`src/rtl/uart_loader.sv`:
```
// UART program loader: receives an 8N1 byte stream framed as A5, LEN0, LEN1, payload, CSUM
// and issues one memory write strobe per assembled DATA_WIDTH word.
module uart_loader #(
   parameter int          CLK_FREQ    = 50_000_000,
   parameter int          UART_BPS    = 19200,
   parameter int          DATA_WIDTH  = 32,
   parameter logic [31:0] BASE_ADDR   = 32'h0000_0000,
   parameter int          ADDR_STEP   = 4,
   parameter int          SYNC_STAGES = 4
) (
   input  logic                  clk,
   input  logic                  rst_n,
   input  logic                  debug_en_i,
   input  logic                  uart_rx,
   output logic                  rib_wr_req_o,
   output logic                  mem_wr_en_o,
   output logic [31:0]           mem_wr_addr_o,
   output logic [DATA_WIDTH-1:0] mem_wr_data_o,
   output logic                  busy_o,
   output logic                  done_o,
   output logic [1:0]            err_o
);

   localparam int                BAUD_DIV  = CLK_FREQ / UART_BPS;
   localparam int                NB        = DATA_WIDTH / 8;
   localparam int                CNT_W     = $clog2(BAUD_DIV);
   localparam int                BI_W      = (NB > 1) ? $clog2(NB) : 1;
   localparam logic [CNT_W-1:0]  HALF_CNT  = CNT_W'(BAUD_DIV / 2 - 1);
   localparam logic [CNT_W-1:0]  FULL_CNT  = CNT_W'(BAUD_DIV - 1);
   localparam logic [BI_W-1:0]   LAST_BYTE = BI_W'(NB - 1);
   localparam logic [31:0]       STEP      = 32'(ADDR_STEP);

   typedef enum logic [1:0] {RX_IDLE, RX_START, RX_DATA, RX_STOP} rx_state_t;
   typedef enum logic [2:0] {P_SYNC, P_LEN0, P_LEN1, P_DATA, P_CSUM} p_state_t;

   logic [SYNC_STAGES-1:0] r_en_sync;
   logic [SYNC_STAGES-1:0] r_rx_sync;
   logic                   r_rx_prev;
   logic                   r_rib_wr_req;
   logic                   w_en;
   logic                   w_clear;
   logic                   w_rx;
   logic                   w_rx_fall;

   rx_state_t              r_rx_state, w_rx_next;
   logic [CNT_W-1:0]       r_baud_cnt;
   logic [2:0]             r_bit_cnt;
   logic [7:0]             r_shift;
   logic                   r_byte_valid;
   logic                   r_frame_err;
   logic                   w_bit_end, w_cnt_clr, w_shift_en, w_stop_ok, w_stop_bad;

   p_state_t               r_p_state, w_p_next;
   logic [15:0]            r_len;
   logic [15:0]            r_word_idx;
   logic [BI_W-1:0]        r_byte_idx;
   logic [7:0]             r_csum;
   logic [31:0]            r_next_addr;
   logic [DATA_WIDTH-1:0]  r_word;
   logic                   r_wr_en;
   logic [31:0]            r_wr_addr;
   logic [DATA_WIDTH-1:0]  r_wr_data;
   logic                   r_done;
   logic [1:0]             r_err;
   logic                   w_sync_hit, w_data_byte, w_last_byte, w_csum_byte;
   logic [DATA_WIDTH-1:0]  w_word_next;

   // The enable synchroniser and bus request only see the hard reset; everything else
   // also clears while the synchronised enable is low.
   always_ff @(posedge clk) begin
      if (!rst_n) begin
         r_en_sync    <= '0;
         r_rib_wr_req <= 1'b0;
      end else begin
         r_en_sync    <= {r_en_sync[SYNC_STAGES-2:0], debug_en_i};
         r_rib_wr_req <= w_en;
      end
   end

   assign w_en      = r_en_sync[SYNC_STAGES-1];
   assign w_clear   = !rst_n || !w_en;
   assign w_rx      = r_rx_sync[SYNC_STAGES-1];
   assign w_rx_fall = r_rx_prev && !w_rx;
   assign w_bit_end = (r_baud_cnt == FULL_CNT);

   // NOTE: sequential state uses non-blocking assignments so every flop samples pre-edge values.
   always_ff @(posedge clk) begin
      if (w_clear) begin
         r_rx_sync <= '1;
         r_rx_prev <= 1'b1;
      end else begin
         r_rx_sync <= {r_rx_sync[SYNC_STAGES-2:0], uart_rx};
         r_rx_prev <= w_rx;
      end
   end

   always_ff @(posedge clk) begin
      if (w_clear) r_rx_state <= RX_IDLE;
      else         r_rx_state <= w_rx_next;
   end

   // NOTE: combinational blocks assign defaults first so no path leaves a latch behind.
   always_comb begin
      w_rx_next = r_rx_state;
      case (r_rx_state)
         RX_IDLE:  if (w_rx_fall) w_rx_next = RX_START;
         RX_START: if (r_baud_cnt == HALF_CNT) w_rx_next = w_rx ? RX_IDLE : RX_DATA;
         RX_DATA:  if (w_bit_end && (r_bit_cnt == 3'd7)) w_rx_next = RX_STOP;
         RX_STOP:  if (w_bit_end) w_rx_next = RX_IDLE;
         default:  w_rx_next = RX_IDLE;
      endcase
   end

   always_comb begin
      w_cnt_clr  = 1'b0;
      w_shift_en = 1'b0;
      w_stop_ok  = 1'b0;
      w_stop_bad = 1'b0;
      case (r_rx_state)
         RX_IDLE:  w_cnt_clr = 1'b1;
         RX_START: w_cnt_clr = (r_baud_cnt == HALF_CNT);
         RX_DATA: begin
            w_cnt_clr  = w_bit_end;
            w_shift_en = w_bit_end;
         end
         RX_STOP: begin
            w_stop_ok  = w_bit_end && w_rx;
            w_stop_bad = w_bit_end && !w_rx;
         end
         default: w_cnt_clr = 1'b1;
      endcase
   end

   always_ff @(posedge clk) begin
      if (w_clear) begin
         r_baud_cnt   <= '0;
         r_bit_cnt    <= '0;
         r_shift      <= '0;
         r_byte_valid <= 1'b0;
         r_frame_err  <= 1'b0;
      end else begin
         r_baud_cnt   <= w_cnt_clr ? '0 : r_baud_cnt + 1'b1;
         r_byte_valid <= w_stop_ok;
         r_frame_err  <= w_stop_bad;
         if (r_rx_state == RX_IDLE) r_bit_cnt <= '0;
         else if (w_shift_en)       r_bit_cnt <= r_bit_cnt + 1'b1;
         if (w_shift_en) r_shift <= {w_rx, r_shift[7:1]};
      end
   end

   // r_shift holds the received byte until the next start bit's data phase, well after use.
   always_ff @(posedge clk) begin
      if (w_clear) r_p_state <= P_SYNC;
      else         r_p_state <= w_p_next;
   end

   always_comb begin
      w_p_next = r_p_state;
      if (r_frame_err) begin
         w_p_next = P_SYNC;
      end else if (r_byte_valid) begin
         case (r_p_state)
            P_SYNC:  if (r_shift == 8'hA5) w_p_next = P_LEN0;
            P_LEN0:  w_p_next = P_LEN1;
            P_LEN1:  w_p_next = ({r_shift, r_len[7:0]} == 16'd0) ? P_CSUM : P_DATA;
            P_DATA:  if ((r_byte_idx == LAST_BYTE) && (r_word_idx == r_len - 16'd1))
                        w_p_next = P_CSUM;
            P_CSUM:  w_p_next = P_SYNC;
            default: w_p_next = P_SYNC;
         endcase
      end
   end

   always_comb begin
      w_sync_hit  = r_byte_valid && (r_p_state == P_SYNC) && (r_shift == 8'hA5);
      w_data_byte = r_byte_valid && (r_p_state == P_DATA);
      w_last_byte = w_data_byte && (r_byte_idx == LAST_BYTE);
      w_csum_byte = r_byte_valid && (r_p_state == P_CSUM);
      w_word_next = r_word;
      for (int k = 0; k < NB; k++) begin
         if (r_byte_idx == BI_W'(k)) w_word_next[8*k +: 8] = r_shift;
      end
   end

   always_ff @(posedge clk) begin
      if (w_clear) begin
         r_len       <= '0;
         r_word_idx  <= '0;
         r_byte_idx  <= '0;
         r_csum      <= '0;
         r_next_addr <= BASE_ADDR;
         r_word      <= '0;
         r_wr_en     <= 1'b0;
         r_wr_addr   <= '0;
         r_wr_data   <= '0;
         r_done      <= 1'b0;
         r_err       <= 2'b00;
      end else begin
         r_wr_en <= w_last_byte;
         r_done  <= w_csum_byte && (r_shift == r_csum);
         if (r_frame_err) r_err[0] <= 1'b1;
         if (w_csum_byte && (r_shift != r_csum)) r_err[1] <= 1'b1;
         if (w_sync_hit) begin
            r_csum      <= '0;
            r_word_idx  <= '0;
            r_byte_idx  <= '0;
            r_next_addr <= BASE_ADDR;
         end
         if (r_byte_valid && (r_p_state == P_LEN0)) r_len[7:0]  <= r_shift;
         if (r_byte_valid && (r_p_state == P_LEN1)) r_len[15:8] <= r_shift;
         if (w_data_byte) begin
            r_csum <= r_csum + r_shift;
            r_word <= w_word_next;
            if (w_last_byte) begin
               r_byte_idx  <= '0;
               r_word_idx  <= r_word_idx + 16'd1;
               r_wr_data   <= w_word_next;
               r_wr_addr   <= r_next_addr;
               r_next_addr <= r_next_addr + STEP;
            end else begin
               r_byte_idx <= r_byte_idx + 1'b1;
            end
         end
      end
   end

   assign rib_wr_req_o  = r_rib_wr_req;
   assign mem_wr_en_o   = r_wr_en;
   assign mem_wr_addr_o = r_wr_addr;
   assign mem_wr_data_o = r_wr_data;
   assign busy_o        = (r_p_state != P_SYNC);
   assign done_o        = r_done;
   assign err_o         = r_err;

endmodule

```
`config.mk`:
```
export PLATFORM = sky130hd
export DESIGN_NAME = uart_loader
export DESIGN_NICKNAME = d
export VERILOG_FILES = /design/src/rtl/uart_loader.sv
export SDC_FILE = /design/constraint.sdc
export NUM_CORES = 1
export LEC_CHECK = 0
export ABC_AREA = 1
export CAP_MARGIN = 5
export CORE_MARGIN = 5
export CORE_UTILIZATION = 31
export DETAILED_ROUTE_END_ITERATION = 16
export MAX_ROUTING_LAYER = met4
export PLACE_DENSITY = 0.57
export SYNTH_ARGS = -nofsm -noshare
export SYNTH_HDL_FRONTEND = slang
export SYNTH_SLANG_ARGS = --single-unit
```
`constraint.sdc`:
```
create_clock -name clk -period 5.7 [get_ports clk]
set_input_delay 0.855 -clock clk [delete_from_list [all_inputs] [get_ports clk]]
set_output_delay 0.855 -clock clk [all_outputs]
set_load 0.1 [all_outputs]
```
After elaboration in Yosys (flattened, before gate mapping)
Index checks and enable logic that the tools add are counted.
{"block": "word_totals", "register_bits": 214, "latchBits": 0, "ram_bits": 0, "mem_bits_ro": 0, "inputBits": 4, "wordCells": 113, "memories": 0}
{"block": "op_classes", "addsub": 7, "mul": 0, "div": 0, "magnitude_cmp": 0, "eq_ne": 23, "shifts": 0, "n_mux": 27, "n_bitwise": 1, "n_reduce_logical": 31}
{"operator": "2-to-1 mux 32 bit", "n": 3}
{"operator": "2-to-1 mux 16 bit", "n": 3}
{"operator": "2-to-1 mux 8 bit", "n": 6}
{"operator": "adder 32 x 3 -> 32 bit (second input constant)", "n": 1}
{"operator": "adder 16 x 1 -> 16 bit (second input constant)", "n": 1}
{"operator": "equality test 16 bit", "n": 1}
{"operator": "logical NOT 16 bit", "n": 1}
{"operator": "2-to-1 mux 2 bit", "n": 8}
{"operator": "subtractor 16 x 1 -> 16 bit (second input constant)", "n": 1}
{"operator": "logical AND 1 bit", "n": 14}
{"operator": "adder 12 x 1 -> 12 bit (second input constant)", "n": 1}
{"operator": "equality test 12 x 11 -> 1 bit (second input constant)", "n": 1}
{"operator": "equality test 12 bit (second input constant)", "n": 1}
{"operator": "inequality test 2 bit (second input constant)", "n": 6}
{"operator": "one-hot mux 3 bit (4 select lines)", "n": 1}
{"operator": "2-to-1 mux 3 bit", "n": 3}
{"operator": "adder 8 bit", "n": 1}
{"operator": "equality test 2 bit (second input constant)", "n": 4}
{"operator": "equality test 8 bit", "n": 1}
{"operator": "equality test 8 bit (second input constant)", "n": 1}
{"operator": "inequality test 8 bit", "n": 1}
{"operator": "one-hot mux 2 bit (4 select lines)", "n": 1}
{"operator": "OR reduction 2 bit", "n": 4}
{"operator": "equality test 3 x 2 -> 1 bit (second input constant)", "n": 2}
{"operator": "other kinds (17)", "n": 22}

Depth between registers and ports, before layout
{"block": "logic_depth", "word_depth": 6, "depth_mapped": 16, "mapped_depth_nobuf": 16}

Least setup slack after synthesis
Ideal clock, no wire load.
{"block": "synth_timing", "path_kind": "flip-flop to output port", "startpoint": "reg r_p_state[1]", "endpoint": "out busy_o", "arrival_time_ns": 1.176, "required_time_ns": 4.845, "path_slack_ns": 3.669, "stages_incl_launch_ff": 3, "path_buffers": 0, "path_cell_list": "dfxtp_1 inv_1 nand2_1"}
{"block": "synth_between", "elab_chain_len": 1}
{"item": "start, declared", "line": "53", "source": "p_state_t r_p_state, w_p_next;"}
{"item": "start signal, assigned", "line": "154", "source": "else r_p_state <= w_p_next;"}
{"item": "nonzero test 3 bit", "line": "231", "source": "assign busy_o = (r_p_state != P_SYNC);"}
{"item": "end, declared", "line": "19", "source": "output logic busy_o,"}
No other way between the ends.

Worst setup path after layout
{"block": "layout_timing", "startpoint": "reg r_p_state[0]", "endpoint": "reg r_word_idx[13]"}
{"block": "layout_between", "elab_chain_len": 6}
{"item": "logical NOT 3 bit", "line": "175", "source": "w_sync_hit = r_byte_valid && (r_p_state == P_SYNC) && (r_shift == 8'hA5);"}
{"item": "logical AND 1 bit (2 in a row)", "line": "175"}
{"item": "2-to-1 mux 16 bit", "line": "203", "source": "if (w_sync_hit) begin"}
{"item": "2-to-1 mux 16 bit", "line": "214", "source": "if (w_last_byte) begin"}
{"item": "2-to-1 mux 16 bit *", "line": "211", "source": "if (w_data_byte) begin"}
{"item": "end signal, assigned", "line": "216", "source": "r_word_idx <= r_word_idx + 16'd1;"}
{"item": "end, declared", "line": "55", "source": "logic [15:0] r_word_idx;"}
Mark *: on every way between the ends. The rest lies on a longest branch, timed or not.
A chain may end at the register's enable or synchronous reset.

==> impl_metrics.toml <==
[final_layout]
mostFrequentLayoutCells = "206 x dfxtp_1, 203 x nand2_1, 136 x nand3_1"
drive_above_1_share_pct = 6.66
final_common_cell = "dfxtp_1"
final_util_pct = 37.5
fill_cells = 3103
nets = 1341
area_delta_synth_final_pct = 20.1
diodes = 0

[global_routing]
use_met3_pct = 2.23
grt_use_met1_pct = 19.3
busiest_layer = "met2"
antenna_found_initial = 0
grt_pass1_vias = 8075
grt_first_pass_wirelength_mm = 41.2
grt_max_degree = 88
grtUsageMet2_pct = 25.0
grt_usage_pct = 14.9
grt_overflow = 0

[floorplan]
rows = 64
die_area_um2 = 34100
start_util_pct = 31.2
core_area_um2 = 30300
fp.dieH_um = 185
die_w_um = 185
io_pins = 74

[run]
maxCapViolCount = 0

[placed_design]
hpwl_mm = 17.4
place.gp.congestion = 0.909
numPortBuffers = 73

[clocking]
cts_root_buf = "clkbuf_16"
numClockSinks = 206
h-tree-depth = 1
clk-insertion-delay-late_ps = 510
postCtsSetupRepairBufs = 0
cts_resized = 0
ctsHoldBuffers = 0
cts_tree = "built"
cts_buffers = 24
clkTransAtPathRegs_ps = 60
cts.path.max_buffers = 3

[power]
ir_drop_mv = 0.263
p_leak_nw = 4.14
power.density_nw_per_um2 = 275

[drt]
route.detailed.drc = 0
routed_wl_mm = 25.1
vias_per_cell = 4.94
wl_per_cell_um = 14.5
ant_nets = 0
drtIter0Drc = 566
vias = 8558
first_pass_iters = 5

[synth]
synthDistinctLibCells = 49
synth_edf_count = 0
syn_area_um2 = 9460
ys_seq_area_share_pct = 43.6
netlist_instances = 1270
async_reset_ff_share_pct = 0
synth-seq-cells = 206
synthFlopType = "dfxtp_1"
ys.warnings.count = 0
synth.avg_cell_area_um2 = 7.45
synth_nets = 1293

[timing]
setup_viol = 0
finClkSkew_ps = 8.70
hold_viol_final = 0
period_share_pct = 57.7
fmax_mhz = 304
slew_viol_final = 0
fin_tns_setup_ps = 0
tightest_slew_ps = 1030
rsz0062_at_grt = "no"
relSlewSlack_pct = 31.4
final.min_clock_period_ps = 3290

[worst_hold_path]
hold_path.class = "flop to flop"

[critical_path]
cp.arrival_ps = 3670
cp-start-kind = "flop"
critPathKind = "flop to flop"
cp.required_ps = 6080
end_kind = "flop"
critPathMaxFanout = 57

[outcome]
outcome = "finished clean"
-- Yosys cell counts, types with 2 or more instances --
library cell  instances  area share [%]
o211ai_1              2            0.16
nor2_4                5            0.59
nor2_2                7            0.46
nor2_1              101             4.0
nand3b_1              2            0.16
a22oi_1               3            0.24
buf_1                 9            0.36
nor4_1               15            0.99
nor3_2                4            0.42
xor2_1               21             1.9
o21ai_0             135             7.1
xnor2_1               7            0.65
a32o_1                2            0.21
nor3b_1               3            0.24
inv_1               115             4.6
nor3_4                2            0.34
nand4_1              21             1.4
buf_2                17            0.90
o21ai_1              19             1.0
or2_2                 5            0.33
o22ai_1              21             1.4
inv_2                11            0.44
nand2_4               2            0.24
o2111ai_1             2            0.19
nor3_1               17            0.90
o21a_1               24             1.9
clkinv_1              3            0.12
a22o_1                3            0.28
nand2_2               3            0.20
nand2_1             204             8.1
dfxtp_1             206              44
clkbuf_1             28             1.1
nand3_1             136             7.2
ha_1                 18             2.4
a21oi_1              83             4.4
-- kinds of logic after synthesis --
kind of cell / Yosys count / share of synthesized area, %
AOI/OAI and AO/OA: 301 / 17.5
xor gates and xnor gates: 28 / 2.59
DFF: 206 / 43.6
buffers and inverters: 186 / 7.75
adders and majority gates: 19 / 2.59
and+or+nand+nor: 530 / 26.0
-- state kept, by name, summed over array words and instances, names as in the netlist, 4 cells and up, named ones only --
| signal | count |
|---|---|
| mem_wr_addr_o | 32 |
| mem_wr_data_o | 32 |
| r_next_addr | 32 |
| r_word | 24 |
| r_len | 16 |
| r_word_idx | 16 |
| r_baud_cnt | 12 |
| r_csum | 8 |
| r_shift | 8 |
| r_en_sync | 4 |
| r_rx_sync | 4 |
-- critical path, cell delays in order, from the launching register on --
cell and delay, ps:
dfxtp_1 390, inv_2 70, nor2_4 110, nand2_4 80, nor2_8 620, nand2_4 540, buf_4 470, nor3_4 220
nand3_1 160, nor2_1 200, nand4_1 110, nand3_1 100, o21ai_1 70
-- path summary, 6_finish.rpt --
kind | start | to | slack (ps) | depth (start not counted)
worst min register to register | r_rx_sync[1]$_SDFF_PP1_ | r_rx_sync[2]$_SDFF_PP1_ | 410 | 1
worst max-delay path | r_p_state[0]$_SDFFE_PP0P_ | r_word_idx[13]$_SDFF_PP0_ | 2410 | 12
worst min-delay path | r_rx_sync[1]$_SDFF_PP1_ | r_rx_sync[2]$_SDFF_PP1_ | 410 | 1
worst max register to register | r_p_state[0]$_SDFFE_PP0P_ | r_word_idx[13]$_SDFF_PP0_ | 2410 | 12
-- final cells by class --
| cell class | instances | area, um2 | share of cell area (%) |
|---|---|---|---|
| timing repair buffer | 78 | 768 | 6.76 |
| sequential | 206 | 4120 | 36.3 |
| multi-input combinational | 878 | 4610 | 40.6 |
| tap | 396 | 495 | 4.36 |
| inverter | 130 | 490 | 4.32 |
| clock buffer | 37 | 741 | 6.52 |
| clock inverter | 7 | 138 | 1.21 |
-- through the flow --
stage          instances  setup WS (ps)  power [mW]  hold WS (ps)  area (um2)
6_report            1732           2410        3.12           409       11400
5_1_grt             1732           2100        3.23           416       11400
4_1_cts             1732           2420        3.16           412       11400
3_5_place_dp        1688           2090        1.48           398       10500
3_3_place_gp        1688           2210        1.48           395       10500
2_1_floorplan       1270           3670        1.48           390        9460
-- layer usage --
metal  share of wire [%]  wire length (um)  vias to the layer above
met5                   0                 0                        -
met3                 4.7              1190                       36
met2                  47             11900                      178
met1                  46             11600                     3956
met4                 1.7               423                        0
li1                    -                 -                     4388
-- report_power, final --
| group | internal [mW] | switching [mW] |
|---|---|---|
| Clock | 1.07 | 0.599 |
| Sequential | 1.44 | 0.000268 |
| Combinational | 0.00333 | 0.00682 |
| Total | 2.52 | 0.606 |
Note: power is estimated with default switching activity, not from simulation.
